### src/rtl/jericalla_pkg.sv
// Shared constants for the JERICALLA sequencer: opcodes, ALU codes, FSM states, instruction fields.
// Optional single-step mode is enabled with the SEQ_STEP_EN macro in the top module.
package jericalla_pkg;

    localparam logic [1:0] OP_ARITH = 2'b00;
    localparam logic [1:0] OP_LOGIC = 2'b01;
    localparam logic [1:0] OP_STORE = 2'b10;
    localparam logic [1:0] OP_HALT  = 2'b11;

    localparam logic [2:0] ALU_AND = 3'b000;
    localparam logic [2:0] ALU_OR  = 3'b001;
    localparam logic [2:0] ALU_ADD = 3'b010;
    localparam logic [2:0] ALU_SUB = 3'b011;
    localparam logic [2:0] ALU_SLT = 3'b100;
    localparam logic [2:0] ALU_NOR = 3'b101;

    typedef logic [2:0] state_t;
    localparam state_t ST_IDLE   = 3'd0;
    localparam state_t ST_FETCH  = 3'd1;
    localparam state_t ST_DECODE = 3'd2;
    localparam state_t ST_EXEC   = 3'd3;
    localparam state_t ST_WB     = 3'd4;
    localparam state_t ST_MEM    = 3'd5;
    localparam state_t ST_HALT   = 3'd6;

    localparam int INSTR_W = 17;
    localparam int OP_HI   = 16;
    localparam int OP_LO   = 15;
    localparam int RD_HI   = 14;
    localparam int RD_LO   = 10;
    localparam int RS1_HI  = 9;
    localparam int RS1_LO  = 5;
    localparam int RS2_HI  = 4;
    localparam int RS2_LO  = 0;

endpackage

### src/rtl/jericalla_alu_decode.sv
// Combinational opcode/function to alu_sel translation in the legacy alu_sel encoding.
module jericalla_alu_decode
    import jericalla_pkg::*;
(
    input  logic [1:0] opcode,
    input  logic [4:0] func,
    output logic [2:0] alu_sel
);

    always_comb begin
        alu_sel = ALU_AND;
        if (opcode == OP_ARITH) begin
            case (func)
                5'd0:    alu_sel = ALU_ADD;
                5'd1:    alu_sel = ALU_SUB;
                5'd2:    alu_sel = ALU_SLT;
                default: alu_sel = ALU_AND;
            endcase
        end else if (opcode == OP_LOGIC) begin
            case (func)
                5'd0:    alu_sel = ALU_AND;
                5'd1:    alu_sel = ALU_OR;
                5'd2:    alu_sel = ALU_NOR;
                default: alu_sel = ALU_AND;
            endcase
        end
    end

endmodule

### src/rtl/jericalla_sequencer.sv
// Multi-cycle fetch/decode/exec/write sequencer owning the PC and datapath strobes.
// Defining SEQ_STEP_EN adds a step input that gates each fetch to one instruction per pulse.
module jericalla_sequencer
    import jericalla_pkg::*;
#(
    parameter int PC_W     = 8,
    parameter int START_PC = 0
) (
    input  logic               clk,
    input  logic               rst,
    input  logic               start,
`ifdef SEQ_STEP_EN
    input  logic               step,
`endif
    output logic               imem_req,
    output logic [PC_W-1:0]    imem_addr,
    input  logic               imem_ack,
    input  logic [INSTR_W-1:0] imem_rdata,
    output logic [4:0]         rd,
    output logic [4:0]         rs1,
    output logic [4:0]         rs2,
    output logic [2:0]         alu_sel,
    output logic               we_reg,
    output logic               we_mem,
    output logic               sel_mem,
    output logic               busy,
    output logic               halted,
    output logic [2:0]         state_dbg
);

    localparam logic [PC_W-1:0] START_ADDR = PC_W'(START_PC);

    state_t               state;
    logic [PC_W-1:0]      pc;
    logic [INSTR_W-1:0]   ir;
    logic [2:0]           dec_alu_sel;
    logic                 fetch_go;
    logic                 fetch_done;
    logic [1:0]           ir_op;

    assign ir_op = ir[OP_HI:OP_LO];

    jericalla_alu_decode u_alu_decode (
        .opcode  (ir_op),
        .func    (ir[RS1_HI:RS1_LO]),
        .alu_sel (dec_alu_sel)
    );

`ifdef SEQ_STEP_EN
    // A step seen at any time arms one fetch; the flag drops when that instruction retires.
    logic step_pending;
    logic retire;
    assign retire   = (state == ST_WB) || (state == ST_MEM) ||
                      ((state == ST_DECODE) && (ir_op == OP_HALT));
    assign fetch_go = step_pending;

    always_ff @(posedge clk) begin
        if (rst)         step_pending <= 1'b0;
        else if (retire) step_pending <= step;
        else if (step)   step_pending <= 1'b1;
    end
`else
    assign fetch_go = 1'b1;
`endif

    // Handshake: a fetch completes on any cycle where imem_req and imem_ack are both high.
    assign fetch_done = imem_req && imem_ack;

    always_ff @(posedge clk) begin
        if (rst) begin
            state <= ST_IDLE;
            pc    <= START_ADDR;
            ir    <= '0;
            rd    <= '0;
            rs1   <= '0;
            rs2   <= '0;
        end else begin
            case (state)
                ST_IDLE: if (start) state <= ST_FETCH;
                ST_FETCH: begin
                    if (fetch_done) begin
                        ir    <= imem_rdata;
                        pc    <= pc + 1'b1;
                        state <= ST_DECODE;
                    end
                end
                ST_DECODE: begin
                    rd    <= ir[RD_HI:RD_LO];
                    rs1   <= ir[RS1_HI:RS1_LO];
                    rs2   <= ir[RS2_HI:RS2_LO];
                    state <= (ir_op == OP_HALT) ? ST_HALT : ST_EXEC;
                end
                ST_EXEC: state <= (ir_op == OP_STORE) ? ST_MEM : ST_WB;
                ST_WB:   state <= ST_FETCH;
                ST_MEM:  state <= ST_FETCH;
                ST_HALT: begin
                    if (start) begin
                        pc    <= START_ADDR;
                        state <= ST_FETCH;
                    end
                end
                default: state <= ST_IDLE;
            endcase
        end
    end

    assign imem_req  = (state == ST_FETCH) && fetch_go;
    assign imem_addr = pc;
    assign alu_sel   = ((state == ST_EXEC) || (state == ST_WB)) ? dec_alu_sel : ALU_AND;
    assign we_reg    = (state == ST_WB);
    assign we_mem    = (state == ST_MEM);
    assign sel_mem   = (state == ST_MEM);
    assign busy      = (state != ST_IDLE) && (state != ST_HALT);
    assign halted    = (state == ST_HALT);
    assign state_dbg = state;

endmodule

### config.mk
export PLATFORM = sky130hd
export DESIGN_NAME = jericalla_sequencer
export DESIGN_NICKNAME = d
export VERILOG_FILES = /design/src/rtl/jericalla_pkg.sv /design/src/rtl/jericalla_alu_decode.sv /design/src/rtl/jericalla_sequencer.sv
export SDC_FILE = /design/constraint.sdc
export NUM_CORES = 1
export LEC_CHECK = 0
export CAP_MARGIN = 20
export CORE_MARGIN = 2
export CORE_UTILIZATION = 40
export CTS_CLUSTER_SIZE = 25
export DETAILED_ROUTE_END_ITERATION = 8
export PLACE_DENSITY_LB_ADDON = 0.05
export SKIP_CTS_REPAIR_TIMING = 1
export SYNTH_ARGS = -nofsm -noshare
export SYNTH_HDL_FRONTEND = slang
export SYNTH_HIERARCHICAL = 1
export SYNTH_SLANG_ARGS = --single-unit
### constraint.sdc
create_clock -name clk -period 1.5 [get_ports clk]
set_input_delay 0.225 -clock clk [delete_from_list [all_inputs] [get_ports clk]]
set_output_delay 0.225 -clock clk [all_outputs]
set_load 0.02 [all_outputs]
==> results.py <==
metrics = {
    "status": {
        "status": "complete, but fails checks",
        "violations": "negative setup slack",
    },
    "synth": {
        "synth_top_area_share_pct": 46.9,
        "synthesis.nets": 250,
        "yosysSeqAreaShare_pct": 46.9,
        "synth-seq-cells": 43,
        "async_flop_share_pct": 0,
        "synth_cell_type_count": 39,
        "synthTopCellsByCount": "nand2_1 (70), dfxtp_1 (43), a21oi_1 (38)",
        "synth-edff-count": 0,
        "synth_ff_type": "dfxtp_1",
        "post-synth-top-count-cell": "nand2_1",
        "yosysWarningCount": 6,
        "synth_area_leader_cell": "dfxtp_1",
        "syn_area_mm2": 0.00184,
        "netlist_instances": 228,
        "yosys-top-cells-area": "dfxtp_1 (47%), nand2_1 (14%), a21oi_1 (10%), nor2_1 (2.9%), xor2_1 (2.9%)",
        "synth_area_per_cell_um2": 8.06,
    },
    "drt": {
        "vias": 1761,
        "post-route-drc-count": 0,
        "drt_iter0_drc": 75,
        "wl_per_cell_um": 12.1,
        "drtAntennaViolNets": 0,
        "totalWireLength_mm": 4.34,
        "avgViaCountPerCell": 4.89,
        "dr.pass1.iters": 4,
    },
    "floorplan": {
        "fp.coreArea_mm2": 0.00438,
        "start_util_pct": 41.9,
        "floorplan.die_area_mm2": 0.00515,
        "die_w_um": 71.8,
        "die_y_um": 71.8,
        "io_pins": 56,
        "rows": 24,
    },
    "grt": {
        "grt_pass1_vias": 1541,
        "grt_usage_pct": 16.9,
        "overflow": 0,
        "antenna_found_initial": 0,
        "grt_max_degree": 29,
        "grt_pass1_wl_mm": 6.84,
    },
    "setup_path": {
        "cp_slowest_stage_delay_ns": 0.55,
        "worstPathMaxFanout": 3,
        "worst_setup_path_start_kind": "flop",
        "timing_worst_setup_path_type": "flop to output pin",
        "critPathTopFamily": "simple AND/OR/NAND/NOR gates",
        "worst_ep_required_time_ns": 1.27,
        "critPathBufInv": 1,
        "cp-end-kind": "output pin",
        "crit_chain": "or4_4 -> nor3b_2 -> and2_1 -> buf_6",
        "slowest_stage": "or4_4",
        "cp.arrival_ns": 1.59,
    },
    "cts": {
        "clkSlewWorstSetupHoldPaths_ns": 0.09,
        "clk_path_buf_depth": 2,
        "cts_tree": "done",
        "clock_sinks": 43,
        "h-tree-depth": 2,
        "root_buffer": "clkbuf_8",
        "cts_buffers": 5,
        "clock_latency_ns": 0.30,
    },
    "power": {
        "p_per_area_mw_per_mm2": 942,
        "ir_worst_vdd_mv": 0.589,
        "p_leak_nw": 1.51,
    },
    "timing": {
        "clock_skew_ns": 0.00736,
        "max_freq_mhz": 550,
        "worst_pin_slew_ns": 0.286,
        "holdWs_ns": 0.453,
        "final-setup-viol-count": 4,
        "hold_viol": 0,
        "finalWorstSetupSlack_ns": -0.318,
        "maxSlewViolCount": 0,
        "fin_crit_sh_pct": 121,
        "rsz0062_at_grt": "true",
        "fin_crit_ns": 1.82,
        "relSlewSlack_pct": 81.0,
    },
    "cells_and_area": {
        "seq_area_um2": 868,
        "final_layout_size_suffix_gt1_share_pct": 21.1,
        "fin_nets": 329,
        "multi_input_area_um2": 898,
        "fill_cells": 418,
        "area.growth.synth_to_final_pct": 52.9,
        "diodes": 0,
    },
    "flow_run": {
        "drv_cap": 0,
    },
    "hold_path": {
        "hold_class": "flop to flop",
    },
    "place": {
        "gp_congestion": 0.796,
        "portBuffers": 55,
        "dp_slack_ns": -0.434,
        "dp_hpwl_mm": 3.05,
    },
}
[tightest hold or removal path: stages, from the launching register on]
cell and delay (ns):
dfxtp_1 0.32, nand2_1 0.05, a21oi_1 0.05
[logic make-up (layout without fill, tap and decap cells)]
logic type | Yosys count | in the layout | share of synthesized area, %
compound gates | 49 | 49 | 15.1
xor+xnor | 7 | 7 | 3.34
simple gates | 108 | 108 | 27.3
mux | 2 | 2 | 1.16
flops | 43 | 43 | 46.9
buf+inv | 18 | 98 | 5.59
fa+ha+maj | 1 | 1 | 0.681
[path summary, 6_finish.rpt]
| kind | start | endpoint | slack, ns | depth (start not counted) |
|---|---|---|---|---|
| max | ir[16]$_SDFFE_PP0P_ | alu_sel[2] | -0.32 | 4 |
| min | ir[14]$_SDFFE_PP0P_ | rd[4]$_SDFFE_PP0N_ | 0.45 | 2 |
| max reg2reg | state_dbg[1]$_SDFFE_PP0P_ | imem_addr[7]$_SDFFE_PP0P_ | 0.07 | 6 |
| min reg2reg | ir[14]$_SDFFE_PP0P_ | rd[4]$_SDFFE_PP0N_ | 0.45 | 2 |
[routing by layer]
layer / share of wire (%) / vias up / GRT usage (%)
met1: 47 / 788 / 22.3
met5: 0 / - / 0
met2: 45 / 51 / 26.9
met4: 1.5 / 0 / 6.92
li1: - / 915 / -
met3: 6.3 / 7 / 3.94
[where the power goes]
part	internal, mW	switching, mW	total [mW]
sequential	1.19	0.0285	1.21
clock	0.496	0.409	0.905
combinational	0.276	0.251	0.527
[stage by stage]
step	area, µm²	util, %	cells	total power, mW	TNS [ns]
final	2810	64.0	360	2.65	-0.897
after global routing	2810	64.0	360	2.76	-1.13
after CTS	2710	61.8	357	2.66	-5.86
after detailed placement	2600	59.2	349	1.75	-1.99
after global placement	2600	59.2	349	1.75	-1.78
after floorplan	1840	-	228	1.51	0
[sequential cells by signal, summed over array words and instances (netlist names)]
name / count
rs2: 5
state_dbg: 3
ir: 17
rs1: 5
rd: 5
imem_addr: 8
[placed cells by master, fill, tap and decap left out, types with 2 or more instances in the layout]
cell              n
nand2_1          70
o211ai_1          2
o2111ai_2         2
and3_1            2
xor2_1            6
a21oi_1          37
dfxtp_2           3
nor2_1           13
clkdlybuf4s50_1  23
dfxtp_1          39
buf_4            32
inv_1             2
clkbuf_2          4
clkbuf_8          5
nand3b_1          3
or2_4             2
nand2b_1          4
buf_6             4
and2_1            3
nor2_2            2
dlymetal6s2s_1   24
[layout make-up]
| cell class | count | area share (%) |
|---|---|---|
| multi-input combinational | 167 | 32.0 |
| sequential | 43 | 30.9 |
| timing repair buffer | 88 | 30.5 |
| clock buffer | 5 | 2.45 |
| tap | 52 | 2.32 |
| clock inverter | 3 | 1.56 |
| inverter | 2 | 0.267 |
Note: power is estimated with default switching activity, not from simulation.
